===== src/rtl/adc_uart_framer.sv =====
`default_nettype none
// ============================================================================
//  Module      : adc_uart_framer
//  Description : Packs one 4-channel 10-bit ADC sample set into a 7-byte
//                frame and sends it as 8N1 UART with one pending-set slot.
//  Revision    : 1.0 - initial release
// ============================================================================
module adc_uart_framer #(
    parameter int          CLKS_PER_BIT = 868,
    parameter logic [7:0]  SYNC_BYTE    = 8'hA5
) (
    input  logic       clk,
    input  logic       reset,
    input  logic       en,
    input  logic       sample_valid,
    input  logic [9:0] ch1,
    input  logic [9:0] ch2,
    input  logic [9:0] ch3,
    input  logic [9:0] ch4,
    output logic       tx,
    output logic       busy,
    output logic       frame_done,
    output logic [7:0] overrun_count
);

    localparam logic [1:0]  c_IDLE      = 2'd0;
    localparam logic [1:0]  c_START     = 2'd1;
    localparam logic [1:0]  c_DATA      = 2'd2;
    localparam logic [1:0]  c_STOP      = 2'd3;
    localparam logic [15:0] c_BIT_LAST  = 16'(CLKS_PER_BIT - 1);
    localparam logic [2:0]  c_LAST_BYTE = 3'd6;

    logic [1:0]  r_state;
    logic [15:0] r_baud_cnt;
    logic [2:0]  r_bit_cnt;
    logic [2:0]  r_byte_idx;
    logic [55:0] r_frame;
    logic        r_slot_full;
    logic [39:0] r_slot_data;
    logic [7:0]  r_overrun;
    logic        r_tx;
    logic        r_busy;

    logic [1:0]  w_state_next;
    logic [15:0] w_baud_next;
    logic [2:0]  w_bit_next;
    logic [2:0]  w_byte_next;
    logic [55:0] w_frame_next;
    logic        w_slot_full_next;
    logic [39:0] w_slot_data_next;
    logic [7:0]  w_overrun_next;
    logic        w_tx_next;
    logic        w_frame_done;
    logic        w_bit_end;
    logic        w_load;
    logic        w_slot_free;
    logic [7:0]  w_chk;
    logic [55:0] w_packed;
    logic [7:0]  w_cur_byte;

    assign w_bit_end   = (r_baud_cnt == c_BIT_LAST);
    assign w_load      = (r_state == c_IDLE) && r_slot_full;
    // The slot counts as free in the cycle IDLE drains it into the frame.
    assign w_slot_free = !r_slot_full || w_load;

    assign w_chk    = r_slot_data[39:32] ^ r_slot_data[31:24] ^ r_slot_data[23:16]
                    ^ r_slot_data[15:8]  ^ r_slot_data[7:0];
    // Byte 0 sits in the low byte; each finished byte shifts the frame right.
    assign w_packed = {w_chk, r_slot_data[7:0], r_slot_data[15:8], r_slot_data[23:16],
                       r_slot_data[31:24], r_slot_data[39:32], SYNC_BYTE};

    always_comb begin
        w_slot_full_next = r_slot_full;
        w_slot_data_next = r_slot_data;
        w_overrun_next   = r_overrun;
        if (w_load) begin
            w_slot_full_next = 1'b0;
        end
        if (en && sample_valid) begin
            if (w_slot_free) begin
                w_slot_full_next = 1'b1;
                w_slot_data_next = {ch1, ch2, ch3, ch4};
            end else if (r_overrun != 8'hFF) begin
                w_overrun_next = r_overrun + 8'd1;
            end
        end
    end

    always_comb begin
        w_state_next = r_state;
        w_baud_next  = r_baud_cnt + 16'd1;
        w_bit_next   = r_bit_cnt;
        w_byte_next  = r_byte_idx;
        w_frame_next = r_frame;
        w_frame_done = 1'b0;
        case (r_state)
            c_IDLE: begin
                w_baud_next = 16'd0;
                if (r_slot_full) begin
                    w_state_next = c_START;
                    w_byte_next  = 3'd0;
                    w_frame_next = w_packed;
                end
            end
            c_START: begin
                if (w_bit_end) begin
                    w_baud_next  = 16'd0;
                    w_bit_next   = 3'd0;
                    w_state_next = c_DATA;
                end
            end
            c_DATA: begin
                if (w_bit_end) begin
                    w_baud_next = 16'd0;
                    if (r_bit_cnt == 3'd7) begin
                        w_state_next = c_STOP;
                    end else begin
                        w_bit_next = r_bit_cnt + 3'd1;
                    end
                end
            end
            c_STOP: begin
                if (w_bit_end) begin
                    w_baud_next = 16'd0;
                    if (r_byte_idx == c_LAST_BYTE) begin
                        w_state_next = c_IDLE;
                        w_frame_done = 1'b1;
                    end else begin
                        w_state_next = c_START;
                        w_byte_next  = r_byte_idx + 3'd1;
                        w_frame_next = {8'h00, r_frame[55:8]};
                    end
                end
            end
            default: begin
                w_state_next = c_IDLE;
            end
        endcase
    end

    // tx is registered from the next state so the line changes with the state.
    assign w_cur_byte = w_frame_next[7:0];
    always_comb begin
        w_tx_next = 1'b1;
        case (w_state_next)
            c_START: w_tx_next = 1'b0;
            c_DATA:  w_tx_next = w_cur_byte[w_bit_next];
            default: w_tx_next = 1'b1;
        endcase
    end

    always_ff @(posedge clk) begin
        if (reset) begin
            r_state     <= c_IDLE;
            r_baud_cnt  <= 16'd0;
            r_bit_cnt   <= 3'd0;
            r_byte_idx  <= 3'd0;
            r_frame     <= 56'd0;
            r_slot_full <= 1'b0;
            r_slot_data <= 40'd0;
            r_overrun   <= 8'd0;
            r_tx        <= 1'b1;
            r_busy      <= 1'b0;
        end else begin
            r_state     <= w_state_next;
            r_baud_cnt  <= w_baud_next;
            r_bit_cnt   <= w_bit_next;
            r_byte_idx  <= w_byte_next;
            r_frame     <= w_frame_next;
            r_slot_full <= w_slot_full_next;
            r_slot_data <= w_slot_data_next;
            r_overrun   <= w_overrun_next;
            r_tx        <= w_tx_next;
            r_busy      <= (w_state_next != c_IDLE) || w_slot_full_next;
        end
    end

    assign tx            = r_tx;
    assign busy          = r_busy;
    assign frame_done    = w_frame_done;
    assign overrun_count = r_overrun;

endmodule
`default_nettype wire


===== config.mk =====
export PLATFORM = sky130hd
export DESIGN_NAME = adc_uart_framer
export DESIGN_NICKNAME = d
export VERILOG_FILES = /design/src/rtl/adc_uart_framer.sv
export SDC_FILE = /design/constraint.sdc
export NUM_CORES = 1
export LEC_CHECK = 0
export ABC_AREA = 1
export BUFFER_PORTS_ARGS = -buffer_cell sky130_fd_sc_hd__buf_4
export CORE_ASPECT_RATIO = 1.5
export CORE_UTILIZATION = 59
export DETAILED_ROUTE_END_ITERATION = 8
export PLACE_DENSITY = 0.79
export SYNTH_ARGS = -nofsm -noshare
export SYNTH_HDL_FRONTEND = slang
export SYNTH_SLANG_ARGS = --single-unit

===== constraint.sdc =====
create_clock -name clk -period 2.9 [get_ports clk]
set_input_delay 0.29 -clock clk [delete_from_list [all_inputs] [get_ports clk]]
set_output_delay 0.29 -clock clk [all_outputs]
set_load 0.02 [all_outputs]

After elaboration in Yosys (flattened, before gate mapping)
Cells that the tools add are included.
{"block": "classes", "bitwise": 5, "n_lt_le_gt_ge": 1, "reduce_logical": 12, "mux": 30, "n_eq_ne": 12, "add_sub_neg": 4}
{"cell": "56-bit 2-to-1 mux", "count": 3}
{"cell": "56-bit case mux with 2 select lines", "count": 1}
{"cell": "16-bit case mux with 2 select lines", "count": 1}
{"cell": "8-bit bitwise XOR", "count": 4}
{"cell": "3-bit 2-to-1 mux", "count": 6}
{"cell": "16-bit by 1-bit adder with 16-bit output (second input constant)", "count": 1}
{"cell": "16-bit by 10-bit == test with 1-bit output (second input constant)", "count": 1}
{"cell": "16-bit 2-to-1 mux", "count": 1}
{"cell": "3-bit case mux with 2 select lines", "count": 2}
{"cell": "2-bit 2-to-1 mux", "count": 5}
{"cell": "8-bit by 1-bit adder with 8-bit output (second input constant)", "count": 1}
{"cell": "1-bit 2-to-1 mux", "count": 8}
{"cell": "8-bit != test (second input constant)", "count": 1}
{"cell": "2-bit case mux with 4 select lines", "count": 1}
{"cell": "3-bit by 1-bit adder with 3-bit output (second input constant)", "count": 2}
{"cell": "2-bit == test (second input constant)", "count": 3}
{"cell": "3-bit == test (second input constant)", "count": 2}
{"cell": "2-bit != test (second input constant)", "count": 3}
{"cell": "2-bit by 1-bit == test with 1-bit output (second input constant)", "count": 2}
{"cell": "3-bit by 4-bit less-than comparator with 1-bit output (second input constant)", "count": 1}
{"cell": "4-bit AND reduction", "count": 1}
{"cell": "2-bit nonzero test", "count": 2}
{"cell": "1-bit binary-select mux with 3-bit select", "count": 1}
{"cell": "3-bit AND reduction", "count": 1}
{"cell": "other kinds (8)", "count": 10}
{"block": "word_totals", "out_inout_bits": 11, "ff_bits": 131, "inputBits": 44, "elab_cells": 75}

Depth between registers and ports, before layout
Gate-level depths: netlist of run 1.
{"block": "depth", "depth_word": 9, "depth_mapped": 18, "depth_no_buf": 17}

Least setup slack after synthesis of run 1
No wires, ideal clock.
{"block": "synth_path", "kind": "register to register", "start": "register r_state[0]", "end": "register r_frame[37]", "t_required_ns": 2.826, "n_path_buf": 2, "path_slack_ns": 0.891, "stages_incl_launch_ff": 12, "period_less_slack_ns": 2.009, "arrival_ns": 1.934, "setup_ns": 0.074, "cell_sequence": "dfxtp_1 > inv_1 > ha_1 > nand2_1 > inv_1 > a21oi_1 > nor2_4 > inv_1 > buf_2 > clkbuf_1 > nand2_1 > a31oi_1"}
{"block": "synth_via", "elab_chain_cells": 3, "elab_cells_between_ends": 8, "classes_between": "eq/ne (4); mux (1); reduce/logical (3)"}
{"item": "start: declaration", "line_no": "33", "source": "logic [1:0] r_state;"}
{"item": "start signal: assignment", "line_no": "154", "source": "r_state <= c_IDLE;"}
{"item": "start signal: assignment", "line_no": "165", "source": "r_state <= w_state_next;"}
{"item": "2-bit == test / 2-bit zero test (equally long branches)", "line_no": "96", "source": "case (r_state)"}
{"item": "2-bit != test (no line) / 2-bit nonzero test (equally long branches)"}
{"item": "4-bit AND reduction (no line)"}
{"item": "end signal: assignment", "line_no": "169", "source": "r_frame <= w_frame_next;"}
{"item": "end: declaration", "line_no": "37", "source": "logic [55:0] r_frame;"}
Several ways; a longest one is shown, not always the timed one.
A chain may end at the register's enable or synchronous reset.

Final worst setup path of run 1
{"block": "layout_path", "start": "register r_byte_idx[0]", "end": "register r_frame[30]"}
{"block": "layout_via", "elab_chain_cells": 3}
{"item": "start: declaration", "line_no": "36", "source": "logic [2:0] r_byte_idx;"}
{"item": "start signal: assignment", "line_no": "168", "source": "r_byte_idx <= w_byte_next;"}
{"item": "3-bit == test", "line_no": "125", "source": "if (r_byte_idx == c_LAST_BYTE) begin"}
{"item": "2-bit != test (no line)"}
{"item": "4-bit AND reduction (no line)"}
Every way passes these cells.

==> results of run 1 <==
-- synthesized netlist by cell type (3+ instances only) --
cell type | count | area (sq um)
nand2_1 | 197 | 739
nor2_1 | 133 | 499
dfxtp_1 | 131 | 2620
nand3_1 | 66 | 330
inv_1 | 64 | 240
o21ai_0 | 62 | 310
a21oi_1 | 42 | 210
a31oi_1 | 40 | 250
clkbuf_1 | 32 | 120
xor2_1 | 25 | 219
xnor2_1 | 12 | 105
ha_1 | 9 | 113
buf_2 | 5 | 25.0
inv_2 | 5 | 18.8
nand2_2 | 4 | 25.0
nand4_1 | 4 | 25.0
nor2_4 | 3 | 33.8
-- logic make-up after synthesis --
family | after synthesis | synth area share
compound gates | 151 | 0.137
xor+xnor | 37 | 0.0534
fa+ha+maj | 9 | 0.0186
buf+inv | 111 | 0.0767
flops | 131 | 0.432
simple gates | 415 | 0.282
-- metrics by stage --
step | setup WS (ns) | area, sq um | util | std cells
after floorplan | 0.891 | 6060 | - | 854
after global placement | 0.654 | 6470 | 0.642 | 991
after detailed placement | 0.522 | 6470 | 0.642 | 991
after CTS | 0.480 | 7100 | 0.705 | 1023
after global routing | 0.249 | 7100 | 0.705 | 1023
final | 0.465 | 7100 | 0.705 | 1023
-- power breakdown --
part	internal (uW)	leakage [uW]	switching, uW
registers	1870	0.00106	58.4
clock network	1480	0.000305	791
logic	178	0.00148	291
total	3530	0.00285	1140
-- registers in the layout, summed over array words and instances, names as in the netlist --
signal	cells
tx	1
r_bit_cnt	3
r_state	2
overrun_count	8
busy	1
r_frame	56
r_slot_full	1
r_byte_idx	3
r_baud_cnt	16
r_slot_data	40
-- how the worst max path moves through the flow --
stage	slack [ns]	startpoint	end	cells after the start
after floorplan	0.89	r_state[0]	r_frame[37]	11
after global placement	0.65	r_baud_cnt[0]	r_frame[21]	14
after detailed placement	0.52	r_byte_idx[0]	r_frame[43]	12
after CTS	0.48	r_byte_idx[0]	r_frame[30]	11
after global routing	0.25	r_state[0]	overrun_count[7]	12
final	0.47	r_byte_idx[0]	r_frame[30]	11
-- per-layer routing --
layer / up-vias / track usage / part of all wire
li1: 2845 / - / -
met2: 173 / 0.518 / 0.53
met5: - / 0 / 0
met1: 2641 / 0.322 / 0.40
met3: 33 / 0.0459 / 0.041
met4: 0 / 0.150 / 0.033
-- cell type report --
cell class              instances  area (sq um)
clock inverters                13           180
flip-flops and latches        131          2620
well taps                     117           146
clock buffers                  19           453
multi-input cells             612          2980
inverters                      70           263
fillers                       810          2980
repair buffers                 61           458
-- critical path: cells and delay by family (launching register included) --
family,cells,cell delay [ns]
fa+ha+maj,1,0.22
buf+inv,3,0.60
simple gates,6,0.96
compound gates,1,0.20
flops,1,0.34
==> results.json, run 1 <==
{
  "syn_inst": 854,
  "hpwlAfterDp_mm": 10.1,
  "post_cts_buffers": 0,
  "drive_gt1_frac": 0.124,
  "start_kind": "flop",
  "gp_congestion": 0.869,
  "reg2regPathDepth": 11,
  "cap_violations": 0,
  "cp-end-kind": "flop",
  "outcome": "complete, but fails checks",
  "start_util": 0.602,
  "clock_path_buffers": 2,
  "core_area_sq_mm": 0.0101,
  "rrSetupSlack_ns": 0.47,
  "required_ns": 3.23,
  "vias": 5692,
  "layout_commonest_cell": "nand2_1",
  "synth_nets": 907,
  "worstHoldStart": "ch1[5]",
  "hold_ws_ns": 0.0911,
  "critPathArrivalTime_ns": 2.77,
  "violations": "design-rule violations",
  "via_per_inst": 5.56,
  "die_w_um": 84.8,
  "netlist_area_sq_mm": 0.00606,
  "worstReg2RegStart": "r_byte_idx[0]",
  "avgSynthCellArea_sq_um": 7.10,
  "grt_use_total": 0.287,
  "fp.dieH_um": 126,
  "cp_cell_sequence": "inv_1 -> ha_1 -> nand2_1 -> nand3_2 -> nand2_2 -> inv_2 -> nor2_4 -> nand2_4 -> inv_2 -> nand3_1 -> a31oi_1",
  "final_antenna_net_count": 0,
  "fin_tns_setup_ns": 0,
  "io_pins": 55,
  "fin_skew_ns": 0.00641,
  "mostFrequentLayoutCells": "nand2_1 (197), nor2_1 (132), dfxtp_1 (131)",
  "rsz0062_at_grt": "false",
  "rows": 45,
  "leakagePower_uw": 0.00285,
  "p_per_area_mw_per_mm2": 657,
  "grt_pass1_vias": 5312,
  "ctsHoldBuffers": 0,
  "hold_end": "r_slot_data[35]",
  "gr-total-overflow": 0,
  "port_buffers": 54,
  "cts.clk_slew.worst_paths_ns": 0.06,
  "crit_top_cell": "inv_2",
  "fin_crit_ns": 2.43,
  "fin_nets": 946,
  "critPathSlowestCell": "inv_2",
  "cts_resized": 0,
  "yosysWarnings": 0,
  "clk_latency_ns": 0.42,
  "ys.flop_type": "dfxtp_1",
  "layout-area-overhead-vs-synth_pct": 17.1,
  "ys_ff_latch": 131,
  "root_buffer": "clkbuf_16",
  "maxSlewHeadroom": 0.567,
  "cts-htree-levels": 4,
  "async_flop_share": 0,
  "path_max_fanout": 40,
  "r2r-end": "r_frame[30]",
  "grt_first_pass_wirelength_mm": 24.3,
  "seq_area_frac_synth": 0.432,
  "yosysUniqueCellTypes": 34,
  "antenna_cells": 0,
  "wire_per_inst_um": 14.4,
  "dr.first_iter.drc_count": 281,
  "path_class": "flop to flop",
  "dieArea_sq_mm": 0.0107,
  "slowest_delay_ns": 0.48,
  "total_power_uw": 4670,
  "hold_violations": 0,
  "setup_viol": 0,
  "cts_buffers": 17,
  "max-vdd-ir-drop_mv": 0.443,
  "synth_edf_count": 0,
  "max_freq_mhz": 411,
  "whs_path_depth": 3,
  "wirelength_mm": 14.7,
  "grt_max_degree": 61,
  "drc": 2,
  "slew_violations": 0,
  "cts_sinks": 131,
  "hold_path.class": "input pin to flop",
  "first_pass_iters": 8,
  "grt_antenna_before_repair": 0,
  "cts_tree": "built",
  "post-route-period-util": 0.840,
  "worst_slew_pin_slew_ns": 0.648
}
No activity file was read; power rests on OpenSTA's default activity.
==> run 2: changes to the inputs <==
--- a/config.mk
+++ b/config.mk
@@ -8,9 +8,9 @@
 export ABC_AREA = 1
 export BUFFER_PORTS_ARGS = -buffer_cell sky130_fd_sc_hd__buf_4
 export CORE_ASPECT_RATIO = 1.5
-export CORE_UTILIZATION = 59
+export CORE_UTILIZATION = 54
 export DETAILED_ROUTE_END_ITERATION = 8
-export PLACE_DENSITY = 0.79
+export PLACE_DENSITY = 0.76
 export SYNTH_ARGS = -nofsm -noshare
 export SYNTH_HDL_FRONTEND = slang
 export SYNTH_SLANG_ARGS = --single-unit
==> constraint.sdc (replaced) <==
create_clock -name clk -period 2.2 [get_ports clk]
set_input_delay 0.22 -clock clk [delete_from_list [all_inputs] [get_ports clk]]
set_output_delay 0.22 -clock clk [all_outputs]
set_load 0.02 [all_outputs]
==> results.json, run 2 (synthesized netlist as in run 1, its figures left out) <==
{
  "grt_max_degree": 48,
  "hold_ws_ns": 0.0159,
  "clock_path_buffers": 2,
  "cts.clk_slew.worst_paths_ns": 0.06,
  "core_area_sq_mm": 0.0110,
  "fin_nets": 970,
  "die_w_um": 88.5,
  "cts_buffers": 17,
  "first_pass_iters": 5,
  "slew_violations": 0,
  "max_freq_mhz": 469,
  "reg_top3": "r_frame: 56 flops, r_slot_data: 40 flops, r_baud_cnt: 16 flops",
  "hold_path.class": "input pin to flop",
  "clk_latency_ns": 0.42,
  "gr-total-overflow": 0,
  "grt_antenna_before_repair": 0,
  "p_per_area_mw_per_mm2": 820,
  "via_per_inst": 5.44,
  "fin_skew_ns": 0.00927,
  "fin_crit_ns": 2.13,
  "regMostFlops": "r_frame",
  "rows": 47,
  "hold_violations": 0,
  "wirelength_mm": 15.7,
  "hpwlAfterDp_mm": 10.4,
  "worst_slew_pin_slew_ns": 0.506,
  "drive_gt1_frac": 0.156,
  "critPathSlowestCell": "dfxtp_1",
  "drc": 0,
  "path_class": "flop to flop",
  "port_buffers": 54,
  "fillers": 924,
  "vias": 5854,
  "leakagePower_uw": 0.00300,
  "io_pins": 55,
  "root_buffer": "clkbuf_16",
  "grt_pass1_vias": 5312,
  "cts_tree": "built",
  "start_kind": "flop",
  "largest_register_ffs": 56,
  "layout_commonest_cell": "nand2_1",
  "cp-end-kind": "flop",
  "mostFrequentLayoutCells": "nand2_1 (196), nor2_1 (131), dfxtp_1 (129)",
  "max-vdd-ir-drop_mv": 0.535,
  "crit_top_cell": "nand2_1",
  "layout-area-overhead-vs-synth_pct": 23.6,
  "cp_cell_sequence": "nor2_1 -> nand2_1 -> nor2_2 -> nand3_4 -> nand2_2 -> inv_2 -> nor2_4 -> buf_4 -> clkinvlp_4 -> clkbuf_16 -> nand2_1 -> a31oi_1",
  "grt_first_pass_wirelength_mm": 24.1,
  "slowest_delay_ns": 0.36,
  "wire_per_inst_um": 14.6,
  "total_power_uw": 6150,
  "grt_use_total": 0.267,
  "antenna_cells": 0,
  "start_util": 0.551,
  "dieArea_sq_mm": 0.0117,
  "cts-htree-levels": 4,
  "final_antenna_net_count": 0,
  "dr.first_iter.drc_count": 344,
  "gp_congestion": 0.881,
  "required_ns": 2.48,
  "setup_viol": 0,
  "post-route-period-util": 0.969,
  "critPathArrivalTime_ns": 2.41,
  "outcome": "complete, no violations",
  "path_max_fanout": 9,
  "maxSlewHeadroom": 0.662,
  "fp.dieH_um": 132,
  "cap_violations": 0,
  "cts_sinks": 131
}
## run 2: changes by cell type in the layout (fill, tap and decap cells not counted), sizes merged
cell      change
clkbuf        +3
inv           +2
buf          +20
clkinvlp      +1
clkinv        -2
bufinv        -1
## run 2: routing by layer
metal | global-route usage | up-vias | part of all wire
met5 | 0 | - | 0
met4 | 0.125 | 0 | 0.032
met2 | 0.470 | 196 | 0.53
li1 | - | 2901 | -
met1 | 0.300 | 2708 | 0.38
met3 | 0.0551 | 49 | 0.051
## run 2: timing repair
item	4_1_cts	5_1_grt
hold buffers	0	0
setup buffers	0	4
setup endpoints to repair	0	51
hold endpoints to repair	0	0
gates resized for setup	0	17
## run 2: stage by stage
step                      utilization  worst slack [ns]  cell area, sq um  TNS, ns  cells
after detailed placement        0.606             0.123              6660        0   1035
final                           0.682            0.0689              7500        0   1076
after global routing            0.682           -0.0686              7500   -0.921   1076
after global placement          0.606             0.191              6660        0   1035
after floorplan                     -             0.191              6060        0    854
after CTS                       0.662            0.0193              7270        0   1066
## run 2: layout make-up
class | count | area, sq um | share of cell area
Clock buffer | 18 | 439 | 0.0586
Clock inverter | 13 | 174 | 0.0232
Inverter | 70 | 269 | 0.0359
Multi-Input combinational cell | 612 | 3020 | 0.403
Sequential cell | 131 | 2630 | 0.350
Tap cell | 147 | 184 | 0.0245
Timing Repair Buffer | 85 | 786 | 0.105
## run 2: final timing paths
check / depth (start not counted) / slack, ns / startpoint / to
worst min register to register: 1 / 0.44 / r_baud_cnt[0] / r_baud_cnt[0]
worst max-delay path: 12 / 0.07 / r_baud_cnt[7] / r_frame[11]
worst max register to register: 12 / 0.07 / r_baud_cnt[7] / r_frame[11]
worst min-delay path: 3 / 0.02 / ch4[7] / r_slot_data[7]
## run 2: critical path, delay by kind of cell, from the launching register on
kind	cells	cell delay, ns
DFF	1	0.36
and+or+nand+nor	7	0.91
AOI/OAI and AO/OA	1	0.09
buffers and inverters	4	0.65
## run 2: power breakdown
| part | total [uW] | internal (uW) | leakage (uW) | switching [uW] |
|---|---|---|---|---|
| Sequential | 2540 | 2460 | 0.00107 | 75.0 |
| Combinational | 704 | 286 | 0.00164 | 417 |
| Clock | 2910 | 1820 | 0.000290 | 1090 |
| Total | 6150 | 4570 | 0.00300 | 1580 |
==> run 3: changes to the inputs <==
--- a/config.mk
+++ b/config.mk
@@ -5,12 +5,12 @@
 export SDC_FILE = /design/constraint.sdc
 export NUM_CORES = 1
 export LEC_CHECK = 0
-export ABC_AREA = 1
+export ABC_AREA = 0
 export BUFFER_PORTS_ARGS = -buffer_cell sky130_fd_sc_hd__buf_4
 export CORE_ASPECT_RATIO = 1.5
-export CORE_UTILIZATION = 54
+export CORE_UTILIZATION = 53
 export DETAILED_ROUTE_END_ITERATION = 8
-export PLACE_DENSITY = 0.76
+export PLACE_DENSITY = 0.75
 export SYNTH_ARGS = -nofsm -noshare
 export SYNTH_HDL_FRONTEND = slang
 export SYNTH_SLANG_ARGS = --single-unit
==> results.json, run 3 <==
{
  "yosysWarnings": 0,
  "drive_gt1_frac": 0.323,
  "antenna_cells": 0,
  "max-vdd-ir-drop_mv": 0.862,
  "fin_crit_ns": 2.45,
  "start_util": 0.543,
  "dieArea_sq_mm": 0.0113,
  "synth_nets": 740,
  "seq_area_frac_synth": 0.456,
  "p_per_area_mw_per_mm2": 1090,
  "setup_ws_ns": -0.246,
  "async_flop_share": 0,
  "synthTopCellsByCount": "dfxtp_1 (131), nand2_1 (109), nor2_1 (86), a21oi_1 (62), nor3_1 (45)",
  "rsz0062_at_grt": "true",
  "avgSynthCellArea_sq_um": 8.37,
  "layout_commonest_cell": "dfxtp_1",
  "fillers": 669,
  "fin_skew_ns": 0.0133,
  "required_ns": 2.48,
  "worst_slew_pin_slew_ns": 0.772,
  "fp.dieH_um": 130,
  "port_buffers": 54,
  "reg_top3": "r_frame: 56 flops, r_slot_data: 40 flops, r_baud_cnt: 16 flops",
  "wirelength_mm": 19.5,
  "mostFrequentLayoutCells": "dfxtp_1 (127), buf_4 (118), nand2_1 (107)",
  "max_freq_mhz": 409,
  "cap_violations": 0,
  "slew_violations": 0,
  "violations": "negative setup slack",
  "yosysUniqueCellTypes": 52,
  "yosysMostFrequentCell": "dfxtp_1",
  "ctsHoldBuffers": 0,
  "cts.clk_slew.worst_paths_ns": 0.06,
  "dp.cells": 900,
  "grt_antenna_before_repair": 0,
  "critPathArrivalTime_ns": 2.73,
  "wire_per_inst_um": 20.4,
  "clock_path_buffers": 2,
  "synth_top_area_frac": 0.456,
  "cts_buffers": 17,
  "core_area_sq_mm": 0.0106,
  "netlist_area_sq_mm": 0.00575,
  "regMostFlops": "r_frame",
  "clk_latency_ns": 0.42,
  "die_w_um": 87.1,
  "fin_nets": 850,
  "largest_register_ffs": 56,
  "cts_tree": "built",
  "cts-htree-levels": 4,
  "grt_use_total": 0.306,
  "cp-end-kind": "flop",
  "via_per_inst": 6.12,
  "path_max_fanout": 5,
  "first_pass_iters": 5,
  "rows": 46,
  "io_pins": 55,
  "cts_sinks": 131,
  "hold_violations": 0,
  "ys_ff_latch": 131,
  "synth_area_leader_cell": "dfxtp_1",
  "grt_pass1_vias": 5544,
  "leakagePower_uw": 0.00320,
  "setup_viol": 29,
  "maxSlewHeadroom": 0.485,
  "grt_first_pass_wirelength_mm": 26.3,
  "instances_no_fill": 954,
  "final_antenna_net_count": 0,
  "synth_edf_count": 0,
  "dr.first_iter.drc_count": 392,
  "ys_top_cells_by_area": "dfxtp_1 (46%), nand2_1 (7.1%), a221oi_1 (6.4%)",
  "hpwlAfterDp_mm": 9.81,
  "root_buffer": "clkbuf_16",
  "hold_path.class": "input pin to flop",
  "gr-total-overflow": 0,
  "outcome": "complete, but fails checks",
  "vias": 5834,
  "fin_tns_setup_ns": -1.65,
  "grt_max_degree": 71,
  "drc": 0,
  "ys.flop_type": "dfxtp_1",
  "gp_congestion": 0.840,
  "layout-area-overhead-vs-synth_pct": 42.2,
  "path_class": "flop to flop",
  "post-route-period-util": 1.11,
  "start_kind": "flop",
  "syn_inst": 687
}
[run 3: changes by cell type after synthesis, sizes merged, moves of 37 or more]
cell / delta
nor2: -51
nor3: +44
a31oi: -37
a221oi: +42
nand3: -52
inv: -59
o21ai: -52
nand2: -92
[run 3: worst paths after layout]
| kind | cells past startpoint | startpoint | to | slack [ns] |
|---|---|---|---|---|
| hold / removal | 3 | ch2[2] | r_slot_data[22] | 0.04 |
| setup / recovery | 10 | r_baud_cnt[13] | r_frame[14] | -0.25 |
| hold reg to reg | 2 | r_frame[55] | r_frame[55] | 0.47 |
| setup reg to reg | 10 | r_baud_cnt[13] | r_frame[14] | -0.25 |
[run 3: power by group]
part / total, uW / internal [uW] / switching [uW]
registers: 3060 / 2720 / 338
clock network: 3190 / 2100 / 1090
logic: 2710 / 1240 / 1470
total: 8960 / 6060 / 2900
[run 3: kinds of logic after synthesis]
family                     count (synthesis)  share of synthesized area
and+or+nand+nor                          289                      0.227
AOI/OAI and AO/OA                        144                      0.171
DFF                                      131                      0.456
buffers and inverters                     59                     0.0415
xor gates and xnor gates                  52                     0.0792
adders and majority gates                  9                     0.0196
muxes                                      3                    0.00544
[run 3: layout make-up]
type	count	area (sq um)	share of cell area
timing repair buffer	140	1290	0.158
clock buffer	20	467	0.0570
clock inverter	12	201	0.0246
tap	144	180	0.0220
multi-input combinational	497	3370	0.412
inverter	10	37.5	0.00459
sequential	131	2630	0.321
[run 3: through the flow]
stage          power, uW  cell area (sq um)   util  worst slack, ns  hold WS [ns]
6_report            8960               8180  0.773           -0.246        0.0437
4_1_cts             8270               7650  0.722          -0.0299        0.0415
3_5_place_dp        4950               6720  0.634           -0.113         0.447
3_3_place_gp        4870               6720  0.634          -0.0149         0.438
5_1_grt             9270               8180  0.773           -0.281        0.0428
2_1_floorplan       4160               5760      -         0.000375         0.356
[run 3: critical path, cell delays in order (launching register included)]
cell      delay [ns]
dfxtp_4         0.35
nor4_4          0.38
and4_4          0.34
nand2_4         0.07
buf_6           0.13
nor3_4          0.15
buf_6           0.17
buf_12          0.14
buf_4           0.16
a221oi_4        0.07
nor3_2          0.34
[run 3: metal layers]
metal	vias to the layer above	GRT usage	part of all wire
li1	2639	-	-
met1	2795	0.312	0.36
met2	289	0.546	0.52
met3	111	0.0643	0.051
met4	0	0.224	0.073
met5	-	0	0
[run 3: timing repair]
action	CTS	global route
setup endpoints to repair	48	42
buffers inserted	7	9
resized for setup	22	78
cloned	3	4
pin swaps	11	17
